`config.mk`:
```
export PLATFORM = sky130hd
export DESIGN_NAME = uart_rx_core
export DESIGN_NICKNAME = d
export VERILOG_FILES = /design/src/rtl/uart_rx_core.sv
export SDC_FILE = /design/constraint.sdc
export NUM_CORES = 1
export LEC_CHECK = 0
export CAP_MARGIN = 30
export CORE_MARGIN = 3
export CORE_UTILIZATION = 35
export CTS_BUF_LIST = sky130_fd_sc_hd__clkbuf_8
export CTS_CLUSTER_DIAMETER = 60
export CTS_CLUSTER_SIZE = 25
export DETAILED_ROUTE_END_ITERATION = 8
export GPL_TIMING_DRIVEN = 0
export REMOVE_ABC_BUFFERS = 1
export SYNTH_ARGS = -nofsm -noshare
export SYNTH_HDL_FRONTEND = slang
export SYNTH_SLANG_ARGS = --single-unit
```
`constraint.sdc`:
```
create_clock -name clk -period 2.7 [get_ports clk]
set_input_delay 0.27 -clock clk [delete_from_list [all_inputs] [get_ports clk]]
set_output_delay 0.27 -clock clk [all_outputs]
set_load 0.005 [all_outputs]
```
`src/rtl/uart_rx_core.sv`:
```
// Oversampled UART receiver: 2-flop line synchroniser, start validation, runtime parity, valid/ready holding register.
// Define UART_RX_MAJORITY_EN to make every bit decision a 2-of-3 majority around the sample point.
module uart_rx_core #(
  parameter int DATA_BITS  = 8,
  parameter int OVERSAMPLE = 16,
  parameter int STOP_BITS  = 1
) (
  input  logic                 clk,
  input  logic                 areset,
  input  logic                 rx_enbl,
  input  logic                 info,
  input  logic                 p_enbl,
  input  logic                 p_odd,
  output logic [DATA_BITS-1:0] dout,
  output logic                 dout_valid,
  input  logic                 dout_ready,
  output logic                 parity_err,
  output logic                 frame_err,
  output logic                 overrun,
  output logic                 busy
);

  localparam int TW = $clog2(OVERSAMPLE);
  localparam int BW = $clog2(DATA_BITS + 1);
`ifdef UART_RX_MAJORITY_EN
  localparam int MAJ = 1;
`else
  localparam int MAJ = 0;
`endif
  // Majority decisions land one tick after the nominal sample point.
  localparam logic [TW-1:0] START_LAST = TW'(OVERSAMPLE / 2 - 1 + MAJ);
  localparam logic [TW-1:0] BIT_LAST   = TW'(OVERSAMPLE - 1);

  typedef enum logic [2:0] {IDLE, START, DATA, PARITY, STOP} state_t;

  state_t               state;
  logic [1:0]           sync;
  logic                 rx_s;
  logic [TW-1:0]        tick_cnt;
  logic [BW-1:0]        bit_cnt;
  logic [DATA_BITS-1:0] shreg;
  logic                 par_en_l;
  logic                 par_odd_l;
  logic                 par_bad;
  logic                 stop_bad;
  logic                 bit_val;
  logic                 sample_pt;
  logic                 last_bad;

  assign rx_s = sync[1];
  assign busy = (state != IDLE);

`ifdef UART_RX_MAJORITY_EN
  logic [1:0] hist;

  always_ff @(posedge clk or posedge areset) begin
    if (areset)       hist <= 2'b11;
    else if (rx_enbl) hist <= {hist[0], rx_s};
  end

  assign bit_val = (hist[1] & hist[0]) | (hist[1] & rx_s) | (hist[0] & rx_s);
`else
  assign bit_val = rx_s;
`endif

  always_comb begin
    // NOTE: default assignment first, so no path leaves sample_pt unassigned and no latch is inferred.
    sample_pt = 1'b0;
    if (rx_enbl)
      sample_pt = (state == START) ? (tick_cnt == START_LAST) : (tick_cnt == BIT_LAST);
  end

  assign last_bad = stop_bad | ~bit_val;

  always_ff @(posedge clk or posedge areset) begin
    if (areset) sync <= 2'b11;
    else        sync <= {sync[0], info};
  end

  // NOTE: all state below uses non-blocking assignments so every register sees pre-edge values.
  always_ff @(posedge clk or posedge areset) begin
    if (areset) begin
      state      <= IDLE;
      tick_cnt   <= '0;
      bit_cnt    <= '0;
      shreg      <= '0;
      par_en_l   <= 1'b0;
      par_odd_l  <= 1'b0;
      par_bad    <= 1'b0;
      stop_bad   <= 1'b0;
      dout       <= '0;
      dout_valid <= 1'b0;
      parity_err <= 1'b0;
      frame_err  <= 1'b0;
      overrun    <= 1'b0;
    end else begin
      parity_err <= 1'b0;
      frame_err  <= 1'b0;
      overrun    <= 1'b0;
      if (dout_valid && dout_ready) dout_valid <= 1'b0;

      if (rx_enbl) begin
        if (state != IDLE)
          tick_cnt <= sample_pt ? '0 : tick_cnt + TW'(1);

        unique case (state)
          IDLE: if (!rx_s) begin
            state     <= START;
            tick_cnt  <= '0;
            par_en_l  <= p_enbl;
            par_odd_l <= p_odd;
            par_bad   <= 1'b0;
            stop_bad  <= 1'b0;
          end
          START: if (sample_pt) begin
            bit_cnt <= '0;
            state   <= bit_val ? IDLE : DATA;
          end
          DATA: if (sample_pt) begin
            shreg <= {bit_val, shreg[DATA_BITS-1:1]};
            if (bit_cnt == BW'(DATA_BITS - 1)) begin
              bit_cnt <= '0;
              state   <= par_en_l ? PARITY : STOP;
            end else begin
              bit_cnt <= bit_cnt + BW'(1);
            end
          end
          PARITY: if (sample_pt) begin
            par_bad <= bit_val != (^shreg ^ par_odd_l);
            bit_cnt <= '0;
            state   <= STOP;
          end
          STOP: if (sample_pt) begin
            if (bit_cnt == BW'(STOP_BITS - 1)) begin
              state <= IDLE;
              // Frame end: framing beats parity beats overrun; bad frames never reach dout.
              if (last_bad)                       frame_err  <= 1'b1;
              else if (par_bad)                   parity_err <= 1'b1;
              else if (dout_valid && !dout_ready) overrun    <= 1'b1;
              else begin
                dout       <= shreg;
                dout_valid <= 1'b1;
              end
            end else begin
              stop_bad <= last_bad;
              bit_cnt  <= bit_cnt + BW'(1);
            end
          end
          default: state <= IDLE;
        endcase
      end
    end
  end

endmodule

```
==> out/metrics.cfg <==
[sta]
fin_setup_tns_ns=0
finalWorstPathRequiredPeriod_ns=2.22
setup_repair_after_global_routing_missed_its_margin=no
final_min_period_over_clock_period_pct=82.4
final-setup-viol-count=0
max_slew_margin_pct=51.4
skew_ns=0.00833
max_clock_freq_mhz=450
timing_hold_violations_final=0
timing_worst_slew_pin_value_ns=0.729
worst_hold_slack_ns=0.361
final_max_slew_viol_count=0

[hold_path]
hold_path_class=flip-flop to flip-flop

[yosys]
synth.distinct_cells=49
synth_edf_count=0
postSynthCellCount=169
synth-seq-cells=37
ys_warn_count=0
share_of_async_settable_or_async_resettable_flops_after_synthesis_pct=100
synth_area_leaders=sky130_fd_sc_hd__dfrtp_1 (46%), sky130_fd_sc_hd__mux2_2 (11%), sky130_fd_sc_hd__xnor2_1 (3.2%)
synth_area_um2=1920
synthFlopType=sky130_fd_sc_hd__dfrtp_1
post-synth-top-area-cell=sky130_fd_sc_hd__dfrtp_1
synth_largest_type_area_fraction_pct=45.7
synthesis.area_per_instance_um2=11.3
synth_sequential_area_ratio_pct=48.4

[layout]
fillers=511
finalNetCount=197
final_cell_mix=sky130_fd_sc_hd__dfrtp_1 (35), sky130_fd_sc_hd__clkdlybuf4s50_1 (19), sky130_fd_sc_hd__mux2_2 (18), sky130_fd_sc_hd__o21ai_0 (10), sky130_fd_sc_hd__nand2_1 (9)
layoutNonFillerInstCount=258
synthToLayoutAreaGrowth_pct=18.3
post_route_cells_drive_above_1_share_pct=18.6
layout_commonest_cell=sky130_fd_sc_hd__dfrtp_1
final_area_um2=2270
antenna_diode_instance_count=0

[die]
die-area_um2=6400
core_area_um2=5200
die_h_um=80.0
boundaryPins=20
rows=26
initial_core_utilization_pct=36.9
die_x_extent_um=80.0

[detailed_routing]
routed_wire_length_per_instance_um=14.4
route.vias.total=1342
drc_errors=0
wl_um=3730
drt-pass1-iter-count=5
drt.antenna.violating_nets=0
vias_per_cell=5.20
first_iter_violations=91

[worst_setup_path]
worst_ep_required_time_ns=2.87
crit_path_start_kind=input pin
timing.critical_path.cells=clkdlybuf4s50_1 > nand2_1 > or4b_1 > nor2_4 > mux2_2
critical_path_arrival_ns=2.40
endpoint_kind=flip-flop
worst-setup-path-type=input pin to flip-flop
cpMaxStageDelayCell=sky130_fd_sc_hd__clkdlybuf4s50_1
crit_path_max_fanout=13
worst_path_largest_cell_delay_ns=0.74

[cts]
insertion_delay_ns=0.29
cts_tree=done
cts_max_level=2
postCtsSetupRepairBufs=0
cts-buffers-inserted=5
cts_num_sinks=37
cts.reportedPaths.clkPinSlew_ns=0.07
cts_hold_buf=0
cts.root.buffer_cell=sky130_fd_sc_hd__clkbuf_8
clk_path_buf_depth=2
post_cts_resize_count=0

[job]
maxCapViolCount=0

[global_routing]
initial_antenna_violation_count=0
grt-ovfl-total=0
maximum_number_of_pins_on_one_net_before_global_route_repair=22
grt_pass1_wl_um=6560
grt_usage_pct=12.9
via_count_of_the_first_global_routing_pass=1432

[placed_design]
dpl_cell_area_um2=2180
placed_cells=250
detailed_placement_hpwl_um=2690
place.port_buffers=19
gpl.final_weighted_congestion=0.807

[power_and_ir_drop]
power_density_nw_per_um2=752
ir_worst_vdd_uv=307
power.leakage_nw=0.988

[status]
status=completed

-- cell type report --
type,count,area (um2),share of cell area (%)
Clock buffer,5,68.8,3.03
Clock inverter,3,17.5,0.772
Inverter,8,30.0,1.32
Multi-Input combinational cell,115,920,40.5
Sequential cell,37,928,40.9
Tap cell,70,87.6,3.86
Timing Repair Buffer,20,218,9.59
-- critical path, delay by kind of cell --
family / cells / cell delay (ns)
buf+inv: 1 / 0.74
mux: 1 / 0.37
simple gates: 3 / 1.00
-- final timing paths --
check / startpoint / end / slack, ns / cells after the start
setup reg to reg: bit_cnt[0] / dout[0] / 0.50 / 6
hold / removal: sync[0] / sync[1] / 0.36 / 0
setup / recovery: rx_enbl / shreg[2] / 0.48 / 5
hold reg to reg: sync[0] / sync[1] / 0.36 / 0
max in group asynchronous: areset / state[2] / 1.74 / 3
min in group asynchronous: areset / state[1] / 0.40 / 2
-- synthesized netlist by cell type, types with 3 or more instances --
| cell | number |
|---|---|
| sky130_fd_sc_hd__dfrtp_1 | 35 |
| sky130_fd_sc_hd__mux2_2 | 18 |
| sky130_fd_sc_hd__o21ai_0 | 10 |
| sky130_fd_sc_hd__nand2_1 | 9 |
| sky130_fd_sc_hd__inv_1 | 8 |
| sky130_fd_sc_hd__xnor2_1 | 7 |
| sky130_fd_sc_hd__nor2_1 | 6 |
| sky130_fd_sc_hd__buf_2 | 5 |
| sky130_fd_sc_hd__a21oi_1 | 4 |
| sky130_fd_sc_hd__clkbuf_1 | 4 |
| sky130_fd_sc_hd__mux2i_1 | 4 |
| sky130_fd_sc_hd__ha_1 | 3 |
| sky130_fd_sc_hd__nand2b_1 | 3 |
| sky130_fd_sc_hd__nand3_1 | 3 |
| sky130_fd_sc_hd__o211ai_1 | 3 |
| sky130_fd_sc_hd__o31ai_1 | 3 |
-- state kept, by name, indices dropped and copies added (netlist names) --
name        flops
overrun         1
tick_cnt        4
dout            8
stop_bad        1
shreg           8
dout_valid      1
state           3
par_odd_l       1
frame_err       1
bit_cnt         4
sync            2
par_bad         1
par_en_l        1
parity_err      1
-- stage by stage --
step	worst slack [ns]	util, %	power (mW)
final	0.476	43.6	1.71
after global routing	0.396	43.6	1.84
after CTS	0.481	43.6	1.71
after detailed placement	0.212	41.9	1.33
after global placement	0.209	41.4	1.30
after floorplan	0.756	-	1.18
-- kinds of logic (layout without fill, tap and decap cells) --
group | after synthesis | after routing | synth area share, %
flip-flops | 37 | 37 | 48.4
AO/OA/AOI/OAI | 36 | 36 | 13.2
multiplexers | 22 | 22 | 12.7
AND/OR/NAND/NOR | 45 | 45 | 15.3
XOR/XNOR | 9 | 9 | 4.83
buffers and inverters | 17 | 36 | 3.65
adder cells (fa/ha/maj) | 3 | 3 | 1.96
-- power by group --
part,internal (mW),switching [mW]
logic,0.273,0.271
clock network,0.178,0.201
registers,0.641,0.143
-- metal layers --
layer / up-vias / share of wire, % / global-route usage (%)
li1: 648 / - / -
met1: 673 / 45 / 16.5
met2: 19 / 51 / 21.8
met3: 2 / 3.0 / 3.05
met4: 0 / 0.30 / 3.72
met5: - / 0 / 0
No activity file was read; power rests on OpenSTA's default activity.
==> RTL change 1: new RTL, same flow settings <==
The option `UART_RX_MAJORITY_EN` is turned on by a define.
--- a/src/rtl/uart_rx_core.sv
+++ b/src/rtl/uart_rx_core.sv
@@ -2,2 +2,4 @@
 // Define UART_RX_MAJORITY_EN to make every bit decision a 2-of-3 majority around the sample point.
+`define UART_RX_MAJORITY_EN
+
 module uart_rx_core #(
Formal check against the unedited RTL: same outputs for any inputs over 10 cycles, from zero or initial values and one cycle with areset high; that may be too few to reach the edited logic, so the function may still have changed.
==> RTL change 1 against the original RTL <==
Final cell count increased by 0.39%; count of clock-buffer cells in the layout unchanged; hold slack worse by 0.0039 ns; clock power rose by 26%; critical endpoint is now dout[3]; synthesized area up 2.0%; power fell by 13%; worst setup slack worse by 0.29 ns; combinational power shrank 48%; largest power group unchanged; cell area is 2.2% higher; wire length shrank 1.2%; sequential cell count up 2.
==> RTL change 1: results (changes against the original RTL) <==
<table>
<tr><th>Metric</th><th>Value</th></tr>
<tr><th colspan="2">Critical path</th></tr>
<tr><td>Reg-to-Reg Start</td><td>state[2]</td></tr>
<tr><td>Worst reg2reg endpoint</td><td>dout[3]</td></tr>
<tr><th colspan="2">Route</th></tr>
<tr><td>Number of design-rule violations left by the first detailed-router iteration</td><td>66 (-27%)</td></tr>
<tr><td>Met3 wire length</td><td>135 um (+21%)</td></tr>
<tr><td>Metal-1 WL</td><td>1640 um (-2.5%)</td></tr>
<tr><td>Average routed wire per standard cell</td><td>14.2 um (-1.6%)</td></tr>
<tr><td>Number of iterations in the first detailed-routing pass</td><td>4 (-1)</td></tr>
<tr><td>Met2 routed WL</td><td>1860 um (-3.2%)</td></tr>
<tr><th colspan="2">Power and ir drop</th></tr>
<tr><td>Power Internal</td><td>1.06 mW (-3.1%)</td></tr>
<tr><td>Clock net power</td><td>478 uW (+26%)</td></tr>
<tr><td>Max IR drop VDD</td><td>410 uV (+34%)</td></tr>
<tr><td>Lkg Pwr</td><td>1.00 nW (+1.4%)</td></tr>
<tr><th colspan="2">Global route</th></tr>
<tr><td>Vias in the first global route</td><td>1338 (-6.6%)</td></tr>
<tr><td>Pin count of the biggest net entering global routing</td><td>40 (+82%)</td></tr>
<tr><td>Met3 layer usage reported by global route</td><td>0.0333 (+0.00279)</td></tr>
<tr><td>Met2 layer usage reported by global route</td><td>0.202 (-0.0157)</td></tr>
<tr><td>Total routing usage reported by global routing</td><td>0.123 (-0.00694)</td></tr>
<tr><td>Routing usage on met1</td><td>0.157 (-0.00801)</td></tr>
<tr><td>Wire length of the first global-routing pass</td><td>6260 um (-4.6%)</td></tr>
<tr><th colspan="2">Yosys</th></tr>
<tr><td>Number of instances in the synthesized netlist</td><td>167 (-1.2%)</td></tr>
<tr><td>Leading post-synthesis cells by cell area</td><td>sky130_fd_sc_hd__dfrtp_1 (45%), sky130_fd_sc_hd__mux2_2 (12%), sky130_fd_sc_hd__dfstp_2 (5.4%)</td></tr>
<tr><td>Most frequent cells after synthesis</td><td>sky130_fd_sc_hd__dfrtp_1 (35), sky130_fd_sc_hd__mux2_2 (20), sky130_fd_sc_hd__nand2_1 (12), sky130_fd_sc_hd__inv_1 (8), sky130_fd_sc_hd__nor2_1 (8)</td></tr>
<tr><th colspan="2">Run status</th></tr>
<tr><td>Status</td><td>finished, final reports clean</td></tr>
<tr><th colspan="2">Timing</th></tr>
<tr><td>Fin Hold WS</td><td>0.357 ns (-0.00386 ns)</td></tr>
<tr><td>Max Clock Skew</td><td>0.00420 ns (-0.00413 ns)</td></tr>
<tr><th colspan="2">Place</th></tr>
<tr><td>Final HPWL DP</td><td>2680 um (-0.37%)</td></tr>
<tr><td>Total placed instance area</td><td>2200 um^2 (+0.63%)</td></tr>
<tr><th colspan="2">Finish</th></tr>
<tr><td>Nets</td><td>198 (+0.51%)</td></tr>
<tr><th colspan="2">CTS</th></tr>
<tr><td>Maximum count of clock buffers along a single path</td><td>2 (unchanged)</td></tr>
</table>
RTL change 1: through the flow:
stage,power [mW],setup slack (ns),utilization
global placement,0.991,0.0836,0.417
finish,1.48,0.187,0.440
CTS,1.50,0.0497,0.439
floorplan,0.935,0.354,-
global route,1.58,0.0511,0.440
detailed placement,1.01,-0.00673,0.417
RTL change 1: cells by family after synthesis:
group / after synthesis / share of synthesized area
AO/OA/AOI/OAI: 23 / 0.0806
adder cells (fa/ha/maj): 4 / 0.0243
AND/OR/NAND/NOR: 53 / 0.162
flip-flops: 39 / 0.501
XOR/XNOR: 8 / 0.0428
multiplexers: 27 / 0.155
buffers and inverters: 13 / 0.0345
RTL change 1: critical path, cell delays in order, from the launching register on:
cell,delay (ns)
sky130_fd_sc_hd__dfrtp_1,0.58
sky130_fd_sc_hd__or3b_1,0.47
sky130_fd_sc_hd__and4bb_2,0.35
sky130_fd_sc_hd__nand3_1,0.13
sky130_fd_sc_hd__and4bb_2,0.50
sky130_fd_sc_hd__mux2_2,0.37
RTL change 1: layout make-up:
type                       count  area (um^2)
clock buffer                   5         68.8
timing repair buffer          19          190
inverter                       8         30.0
multi-input combinational    115          918
clock inverter                 3         43.8
fill                         519         2950
sequential                    39          981
tap                           70         87.6
RTL change 1: how the worst max path moves through the flow:
stage | endpoint | start | slack, ns | cells past startpoint
floorplan | state[0] | state[0] | 0.35 | 5
global placement | dout[7] | bit_cnt[0] | 0.08 | 7
detailed placement | dout[3] | bit_cnt[0] | -0.007 | 7
CTS | dout[3] | state[0] | 0.05 | 5
global route | dout[2] | state[2] | 0.05 | 5
finish | dout[3] | state[2] | 0.19 | 5
RTL change 1: repair_timing:
item	in CTS	in global routing
resized for setup	1	2
endpoints found under the setup margin	8	18
cloned	0	0
==> RTL change 2: new RTL, same settings <==
Without the edit above. Encoding of `state_t`: now Gray code (3 bits for 5 states).
--- a/src/rtl/uart_rx_core.sv
+++ b/src/rtl/uart_rx_core.sv
@@ -33,3 +33,3 @@
 
-  typedef enum logic [2:0] {IDLE, START, DATA, PARITY, STOP} state_t;
+  typedef enum logic [2:0] {IDLE = 3'b000, START = 3'b001, DATA = 3'b011, PARITY = 3'b010, STOP = 3'b110} state_t;
 
Check against the original RTL: no difference found for any inputs over 10 cycles, from zero or initial values and one cycle with areset high; not proved beyond that.
==> RTL change 2 against the original RTL <==
Count of clock-buffer cells in the layout rose by 1; sequential cell count stayed put; core utilization hardly changed; fmax up 5.8%; clock skew hardly changed; cell area shrank 1.3%; synthesized area is 2.0% lower; wire length decreased by 5.3%; first-iteration DRC count decreased by 22%; hold slack worse by 0.00099 ns; sequential share of layout area increased by 0.53 points; power decreased by 2.3%; worst setup slack improved by 0.12 ns; critical endpoint is now dout[6].
==> RTL change 2: results (changes against the original RTL) <==
<table>
<tr><th>Metric</th><th>Value</th></tr>
<tr><th colspan="2">Yosys</th></tr>
<tr><td>Post-synth cell types</td><td>48 (-2.0%)</td></tr>
<tr><td>Sequential cell area fraction in the yosys report</td><td>0.494 (+0.00999)</td></tr>
<tr><td>Most frequent cells after synthesis</td><td>sky130_fd_sc_hd__dfrtp_1 (35), sky130_fd_sc_hd__mux2_2 (10), sky130_fd_sc_hd__nor2_1 (10), sky130_fd_sc_hd__nand2_1 (9)</td></tr>
<tr><td>Leading post-synthesis cells by cell area</td><td>sky130_fd_sc_hd__dfrtp_1 (47%), sky130_fd_sc_hd__mux2_4 (6.4%), sky130_fd_sc_hd__mux2_2 (6.0%)</td></tr>
<tr><th colspan="2">Place</th></tr>
<tr><td>Global placement routability congestion</td><td>0.881 (+9.1%)</td></tr>
<tr><td>Total placed instance area</td><td>2120 um^2 (-2.9%)</td></tr>
<tr><td>Final HPWL DP</td><td>2550 um (-5.3%)</td></tr>
<tr><td>Placed cell count</td><td>243 (-2.8%)</td></tr>
<tr><th colspan="2">Route</th></tr>
<tr><td>Met3 wire length</td><td>135 um (+21%)</td></tr>
<tr><td>Average routed wire per standard cell</td><td>14.1 um (-2.7%)</td></tr>
<tr><td>Number of design-rule violations left by the first detailed-router iteration</td><td>71 (-22%)</td></tr>
<tr><td>Number of iterations in the first detailed-routing pass</td><td>4 (-1)</td></tr>
<tr><th colspan="2">Global route</th></tr>
<tr><td>Total routing usage reported by global routing</td><td>0.123 (-0.00636)</td></tr>
<tr><th colspan="2">Finish</th></tr>
<tr><td>Portion of the layout cell area used by clock cells</td><td>0.0536 (+0.0156)</td></tr>
<tr><td>Nets</td><td>190 (-3.6%)</td></tr>
<tr><td>Fraction of final layout cells with drive strength greater than 1</td><td>0.199 (+0.0127)</td></tr>
<tr><td>Count of clock buffers in the final design</td><td>6 (+1)</td></tr>
<tr><td>Filler instances</td><td>496 (-2.9%)</td></tr>
<tr><td>Total area of multi-input combinational cells</td><td>885 um^2 (-3.8%)</td></tr>
<tr><td>Data buffer area share</td><td>0.0849 (-0.0111)</td></tr>
<tr><th colspan="2">Power and ir drop</th></tr>
<tr><td>Max IR drop VDD</td><td>325 uV (+5.8%)</td></tr>
<tr><td>Lkg Pwr</td><td>1.00 nW (+1.4%)</td></tr>
<tr><td>Net Sw Power</td><td>511 uW (-17%)</td></tr>
<tr><th colspan="2">Critical path</th></tr>
<tr><td>Number of cells on the worst reg-to-reg path</td><td>7 (+1)</td></tr>
<tr><td>CP max stage cell</td><td>sky130_fd_sc_hd__dfrtp_1</td></tr>
<tr><td>Delay of the slowest cell on the worst path</td><td>0.40 ns (-0.34 ns)</td></tr>
<tr><th colspan="2">Timing</th></tr>
<tr><td>Max-slew headroom at the worst pin</td><td>0.482 (-0.0319)</td></tr>
<tr><th colspan="2">Run status</th></tr>
<tr><td>Status</td><td>finished, final reports clean</td></tr>
</table>
-- RTL change 2: power by group through the flow --
stage	clock network (mW)	registers, mW	logic, mW
floorplan	0	0.729	0.344
global placement	0	0.751	0.403
detailed placement	0	0.761	0.424
CTS	0.511	0.750	0.429
global route	0.538	0.767	0.479
finish	0.491	0.752	0.424
-- RTL change 2: worst max-delay path by stage --
stage          endpoint  cells after the start        from
6_report        dout[6]                      7  bit_cnt[0]
5_1_grt         dout[0]                      7  bit_cnt[0]
4_1_cts         dout[0]                      7  bit_cnt[0]
3_5_place_dp    dout[0]                      5     rx_enbl
3_3_place_gp    dout[0]                      5     rx_enbl
2_1_floorplan   dout[0]                      7  bit_cnt[0]
-- RTL change 2: kinds of logic after synthesis --
group	after synthesis	synth area share
buffers and inverters	14	0.0353
xor gates and xnor gates	9	0.0493
adders and majority gates	3	0.0200
and+or+nand+nor	51	0.162
DFF	37	0.494
muxes	20	0.134
AOI/OAI and AO/OA	26	0.105
-- RTL change 2: per-layer routing --
| layer | vias to the layer above | track usage |
|---|---|---|
| met4 | 0 | 0.0464 |
| met2 | 29 | 0.216 |
| li1 | 612 | - |
| met1 | 641 | 0.140 |
| met3 | 6 | 0.0374 |
| met5 | - | 0 |
-- RTL change 2: per-stage QoR --
| stage | hold WS [ns] | util | setup slack (ns) |
|---|---|---|---|
| after floorplan | 0.274 | - | 0.839 |
| after global placement | 0.348 | 0.413 | 0.324 |
| after detailed placement | 0.350 | 0.413 | 0.312 |
| after CTS | 0.361 | 0.436 | 0.573 |
| after global routing | 0.365 | 0.436 | 0.465 |
| final | 0.360 | 0.436 | 0.597 |
